File: config.mk
export PLATFORM = sky130hd
export DESIGN_NAME = jpeg_cone_arbiter
export DESIGN_NICKNAME = d
export VERILOG_FILES = /design/src/rtl/jpeg_cone_arbiter.sv
export SDC_FILE = /design/constraint.sdc
export NUM_CORES = 1
export LEC_CHECK = 0
export ABC_AREA = 0
export BUFFER_PORTS_ARGS = -buffer_cell sky130_fd_sc_hd__buf_4
export CAP_MARGIN = 20
export CORE_MARGIN = 2
export CORE_UTILIZATION = 50
export DETAILED_ROUTE_END_ITERATION = 8
export PLACE_DENSITY_LB_ADDON = 0.25
export SYNTH_ARGS = -nofsm -noshare
export SYNTH_HDL_FRONTEND = slang
export SYNTH_SLANG_ARGS = --single-unit
File: constraint.sdc
create_clock -name clk -period 3.1 [get_ports clk]
set_input_delay 0.62 -clock clk [delete_from_list [all_inputs] [get_ports clk]]
set_output_delay 0.62 -clock clk [all_outputs]
set_load 0.01 [all_outputs]
File: src/rtl/jpeg_cone_arbiter.sv
// Round-robin arbiter sharing one jpeg n_5 cone evaluator among NUM_REQ requesters.
// Define JPEG_CONE_ARB_OUTREG_EN to add a registered cone stage (S2) between S1 and R.
module jpeg_cone_arbiter #(
  parameter int unsigned NUM_REQ = 4,
  parameter int unsigned ID_W    = $clog2(NUM_REQ),
  parameter int unsigned CNT_W   = 16
) (
  input  logic                 clk,
  input  logic                 rst,
  input  logic [NUM_REQ-1:0]   req_valid,
  input  logic [5*NUM_REQ-1:0] req_data,
  output logic [NUM_REQ-1:0]   req_ready,
  output logic                 rsp_valid,
  input  logic                 rsp_ready,
  output logic [ID_W-1:0]      rsp_id,
  output logic                 rsp_y,
  output logic [CNT_W-1:0]     issue_cnt,
  output logic                 busy
);

  localparam int unsigned DATA_W = 5;
  localparam int unsigned IDX_W  = ID_W + 1;

  function automatic logic cone(input logic [DATA_W-1:0] n);
    return ~((n[0] & n[2] & n[3]) | (n[4] & ~n[1]) | ~n[2]);
  endfunction

  logic [ID_W-1:0]   ptr;
  logic              s1_valid;
  logic [ID_W-1:0]   s1_id;
  logic [DATA_W-1:0] s1_data;

  logic              r_open;
  logic              s1_open;
  logic              s1_valid_nxt;
  logic              rsp_valid_nxt;

  logic [DATA_W-1:0] ops [NUM_REQ];
  logic [IDX_W-1:0]  idx;
  logic              found;
  logic [ID_W-1:0]   grant_id;
  logic [ID_W-1:0]   ptr_nxt;
  logic              hs;

  assign r_open = ~rsp_valid | rsp_ready;

`ifdef JPEG_CONE_ARB_OUTREG_EN
  logic            s2_valid;
  logic [ID_W-1:0] s2_id;
  logic            s2_y;
  logic            s2_open;
  logic            s2_valid_nxt;

  assign s2_open = ~s2_valid | r_open;
  assign s1_open = ~s1_valid | s2_open;
`else
  assign s1_open = ~s1_valid | r_open;
`endif

  // Circular search for the first valid requester at or after ptr.
  always_comb begin
    idx      = '0;
    found    = 1'b0;
    grant_id = '0;
    for (int unsigned k = 0; k < NUM_REQ; k++) begin
      ops[k] = req_data[k*DATA_W +: DATA_W];
      idx    = IDX_W'(ptr) + IDX_W'(k);
      if (idx >= IDX_W'(NUM_REQ)) idx = idx - IDX_W'(NUM_REQ);
      if (!found && req_valid[ID_W'(idx)]) begin
        found    = 1'b1;
        grant_id = ID_W'(idx);
      end
    end
  end

  // Grant is only offered when S1 can load and the block is out of reset.
  always_comb begin
    req_ready = '0;
    hs        = found & s1_open & ~rst;
    if (hs) req_ready[grant_id] = 1'b1;
    ptr_nxt = (grant_id == ID_W'(NUM_REQ - 1)) ? '0 : grant_id + ID_W'(1);
  end

  // Next-state valid bits, used for the registered busy flag.
  always_comb begin
    s1_valid_nxt = s1_open ? hs : s1_valid;
`ifdef JPEG_CONE_ARB_OUTREG_EN
    s2_valid_nxt  = s2_open ? s1_valid : s2_valid;
    rsp_valid_nxt = r_open ? s2_valid : rsp_valid;
`else
    rsp_valid_nxt = r_open ? s1_valid : rsp_valid;
`endif
  end

  always_ff @(posedge clk or posedge rst) begin
    if (rst) begin
      ptr       <= '0;
      issue_cnt <= '0;
      s1_valid  <= 1'b0;
      s1_id     <= '0;
      s1_data   <= '0;
      busy      <= 1'b0;
    end else begin
      if (hs) begin
        ptr       <= ptr_nxt;
        issue_cnt <= issue_cnt + CNT_W'(1);
      end
      if (s1_open) begin
        s1_valid <= hs;
        if (hs) begin
          s1_id   <= grant_id;
          s1_data <= ops[grant_id];
        end
      end
`ifdef JPEG_CONE_ARB_OUTREG_EN
      busy <= s1_valid_nxt | s2_valid_nxt | rsp_valid_nxt;
`else
      busy <= s1_valid_nxt | rsp_valid_nxt;
`endif
    end
  end

`ifdef JPEG_CONE_ARB_OUTREG_EN
  always_ff @(posedge clk or posedge rst) begin
    if (rst) begin
      s2_valid <= 1'b0;
      s2_id    <= '0;
      s2_y     <= 1'b0;
    end else if (s2_open) begin
      s2_valid <= s1_valid;
      if (s1_valid) begin
        s2_id <= s1_id;
        s2_y  <= cone(s1_data);
      end
    end
  end

  // Response register holds steady while the consumer stalls.
  always_ff @(posedge clk or posedge rst) begin
    if (rst) begin
      rsp_valid <= 1'b0;
      rsp_id    <= '0;
      rsp_y     <= 1'b0;
    end else if (r_open) begin
      rsp_valid <= s2_valid;
      if (s2_valid) begin
        rsp_id <= s2_id;
        rsp_y  <= s2_y;
      end
    end
  end
`else
  // Response register holds steady while the consumer stalls.
  always_ff @(posedge clk or posedge rst) begin
    if (rst) begin
      rsp_valid <= 1'b0;
      rsp_id    <= '0;
      rsp_y     <= 1'b0;
    end else if (r_open) begin
      rsp_valid <= s1_valid;
      if (s1_valid) begin
        rsp_id <= s1_id;
        rsp_y  <= cone(s1_data);
      end
    end
  end
`endif

endmodule

After elaboration in Yosys (flattened, before gate mapping):

Cells that the tools add are included.

* register bits after elaboration: 31
* latch bits: 0
* memory bits (writable): 0
* memory bits (read-only): 0
* output and inout port bits: 25
* logic and storage cells: 85
* memories kept: 0

* $add $sub $neg: 9
* multiply operators: 0
* divide/modulo/power cells: 0
* order comparisons: 11
* eq/ne operators: 1
* shift operators: 0
* multiplexer cells: 29
* bitwise gates (word level): 17
* reductions and logical operators: 9

Operators by type and width (count)
* $mux 2: 9
* $add 16x1->16 const B: 1
* $lt 2x3->1 const B: 5
* $ge 3x3->1 const B: 4
* $mux 1: 11
* $bmux 5 s2: 1
* $mux 5: 2
* $bmux 1 s2: 4
* $sub 2x1->2 const B: 4
* $add 2x2->3 const B: 2
* $not 1->1: 6
* $and 1x1->1: 5
* $or 1x1->1: 5
* $logic_and 1x1->1: 4
* $mux 4: 1
* $reduce_and 2->1: 2
* $add 2x1->3 const B: 1
* $ge 2x3->1 const B: 1
* $logic_not 1->1: 3
* $not 2->3: 1
* $add 2x1->2 const B: 1
* $demux 1 s2: 1
* $eq 2x2->1 const B: 1
* $ge 2x1->1 const B: 1

Longest topological paths before layout:

* depth after elaboration: 19
* depth in mapped cells: 7

Worst setup path after synthesis:

No wires, ideal clock.

* path type: in2out
* from: input port rst
* to: output port req_ready[0]
* arrival: 2051 ps
* data required time: 2480 ps
* slack: 429 ps
* stages on the path: 5
* path buffers: 2
* path through: inv_1 -> and3_4 -> buf_6 -> buf_6 -> and2_1

* longest elaborated chain between the ends: 3

Ends and longest elaborated chain
* from (decl): RTL line 9 `input logic rst,`
* $not 1->1: RTL line 79 `hs = found & s1_open & ~rst;`
* $and 1x1->1: RTL line 79
* $mux 4: RTL line 80 `if (hs) req_ready[grant_id] = 1'b1;`
* to (decl): RTL line 12 `output logic [NUM_REQ-1:0] req_ready,`

Every way passes these cells.

Final worst setup path:

* from: register ptr[1]
* to: output port req_ready[3]

* longest elaborated chain between the ends: 19

Ends and longest elaborated chain
* from (decl): RTL line 28 `logic [ID_W-1:0] ptr;`
* from (signal assigned): RTL line 105 `ptr <= ptr_nxt;`
* parallel branches: the longest is 13 deep, another holds $add 2x1->3
* $mux 2 (*): RTL line 69 `if (!found && req_valid[ID_W'(idx)]) begin`
* net grant_id[1]: RTL line 41 `logic [ID_W-1:0] grant_id;`
* $lt 2x3->1 (implied by the code) / $ge 2x1->1 (equally long branches): RTL line 80
* $logic_and 1x1->1 (implied by the code): RTL line 80
* $mux 1 (implied by the code): RTL line 80
* $demux 1 s2 (*): RTL line 80
* $mux 4 (*): RTL line 80

Mark *: on every way through the listed nets, which the timed path passes. The select of a mux whose other input is x is not followed.

==> flow_summary.ini <==
[synthesis]
yosysUniqueCellTypes = 34
ys.flop_type = dfrtp_1
yosysSeqAreaShare_pct = 47.6
avgSynthCellArea_um2 = 10.9
synth_edf_count = 0
synthesis.nets = 182
synthCells = 150
synth-seq-cells = 31
synth-async-reset-ratio_pct = 100
syn_area_um2 = 1630
yosysWarnings = 0

[die]
initial_core_util_pct = 53.0
fp.dieH_um = 61.1
rows = 20
die_w_um = 61.1
coreArea_um2 = 3080
io_pins = 52
design.die.area_um2 = 3730

[detailed_routing]
drt-pass1-iter-count = 4
routed_wirelength_mm = 3.48
drt_iter0_markers = 50
drtAntennaViolNets = 0
drt-vias-per-instance = 5.22
route.detailed.drc = 0
vias = 1309
wl_per_cell_um = 13.8

[critical_path]
rrSetupSlack_ns = 1.20
cp-end-kind = primary output
critPathKind = reg2out
crit_path_max_incr_delay_ns = 0.43
reg2reg_to = issue_cnt[11]
slowest_stage = dfrtp_1
start_kind = flop
critPathCapture = req_ready[3]
cp.arrival_ns = 2.03
crit_family = simple AND/OR/NAND/NOR gates
path_cells = a21oi_1 -> or3b_1 -> o211ai_1 -> inv_1 -> ha_1 -> and2_1 -> buf_4
cp_num_buf_inv = 2
worstPathMaxFanout = 5
cp.depth = 7
required_ns = 2.48
startpoint = ptr[1]
rr_startpoint = rsp_valid
reg2reg_depth = 5

[run_status]
outcome = finished, final reports clean

[clocking]
cts_tree = done
clock_latency_ns = 0.34
cts_resized = 0
h-tree-depth = 2
cts_sinks = 31
clockRootBuffer = clkbuf_4
numCtsBuffers = 5
cts_setup_buffers = 0
cts_buffer_depth = 2
ctsHoldBuffers = 0
path_clk_slew_ns = 0.10

[timing]
worst_slack_ns = 0.449
setup_viol_count_final = 0
tns_ns = 0
skew_ns = 0.00933
finalHoldViolations = 0
timing.fmax_mhz = 377
drv_slew = 0
rsz0062_at_grt = no
worstMarginPinSlew_ns = 0.531
post-route-min-period_ns = 2.65
maxSlewHeadroom_pct = 64.5
period_share_pct = 85.5

[layout]
layout_commonest_cell = buf_4
finalInstanceArea_um2 = 2100
layout-drive-gt1-share_pct = 36.2
antenna_cells = 0
layout_common_cells = 53 x buf_4, 31 x dfrtp_1, 25 x nand2_1
synthToLayoutAreaGrowth_pct = 28.6
nets = 238
fin_cells = 251

[global_routing]
grt-ovfl-total = 0
busiest_layer = met2
grtUsageTotal_pct = 21.3
grt.met1_usage_pct = 21.6
grt_max_degree = 23
met3_usage_pct = 7.14
grt_pass1_vias = 1293
grt_use_met2_pct = 40.1
antenna_found_initial = 0
grt_first_pass_wirelength_mm = 5.67

[hold_path]
hold_class = in2async

[power_and_ir_drop]
cellPowerDensity_nw_per_um2 = 651
p_leak_nw = 1.07
ir_worst_vdd_mv = 0.324

[place]
dp_hpwl_mm = 2.68
numPortBuffers = 51
place_congestion = 0.745
place_inst = 243
dp_slack_ns = 0.506
place_area_um2 = 2040

[flow_run]
max_cap_viol_count = 0
[cells in the mapped netlist, types with 5 or more instances]
cell type / number / area (µm²)
inv_1: 7 / 26.3
nand3_1: 6 / 30.0
xnor2_1: 9 / 78.8
dfrtp_1: 31 / 776
nand2_1: 25 / 93.8
mux2i_1: 10 / 100
ha_1: 5 / 62.6
xor2_1: 6 / 52.6
o221ai_1: 6 / 52.6
and3_1: 5 / 31.3
[cell families (layout without fill, tap and decap cells)]
group	Yosys count	in the layout	synth area share, %
buf+inv	11	68	3.99
mux	12	12	7.52
xor+xnor	15	15	8.06
fa+ha+maj	5	5	3.84
flops	31	31	47.6
simple gates	62	62	22.1
compound gates	14	14	6.91
[power breakdown]
part	total (mW)	switching [mW]	internal (mW)	leakage, nW
Clock	0.228	0.144	0.0842	0.0347
Combinational	0.514	0.249	0.265	0.645
Sequential	0.622	0.108	0.514	0.391
[flip-flops by register name, summed over array words and instances, names as in the netlist]
| name | flops |
|---|---|
| issue_cnt | 16 |
| s1_data | 5 |
| ptr | 2 |
| rsp_id | 2 |
| s1_id | 2 |
| busy | 1 |
| rsp_valid | 1 |
| rsp_y | 1 |
| s1_valid | 1 |
[layout make-up]
| type | instances | area [µm²] |
|---|---|---|
| fill | 239 | 981 |
| multi-input combinational | 108 | 790 |
| sequential | 31 | 776 |
| timing repair buffer | 53 | 398 |
| tap | 44 | 55.1 |
| clock buffer | 5 | 37.5 |
| inverter | 7 | 26.3 |
| clock inverter | 3 | 15.0 |
[through the flow]
step,utilization [%],total power [mW],hold slack (ns)
finish,68.1,1.36,0.294
global route,68.1,1.46,0.319
CTS,68.1,1.38,0.302
detailed placement,66.4,1.15,0.465
global placement,66.4,1.11,0.464
floorplan,-,0.937,0.443
[how the worst min path moves through the flow]
| stage | slack [ns] | end | depth (start not counted) | from |
|---|---|---|---|---|
| final | 0.29 | issue_cnt[5] | 2 | rst |
| after global placement | 0.46 | issue_cnt[15] | 1 | issue_cnt[15] |
| after CTS | 0.30 | issue_cnt[5] | 2 | rst |
| after floorplan | 0.44 | s1_id[1] | 2 | s1_id[1] |
| after detailed placement | 0.46 | issue_cnt[15] | 1 | issue_cnt[15] |
| after global routing | 0.32 | s1_id[0] | 2 | rst |
[per-layer routing]
metal / part of all wire [%] / wire (µm) / up-vias
met5: 0 / 0 / -
met2: 54 / 1860 / 42
met4: 1.3 / 46 / 0
met3: 6.2 / 217 / 5
met1: 39 / 1350 / 635
li1: - / - / 627
Power figures use the tool's default switching activity.
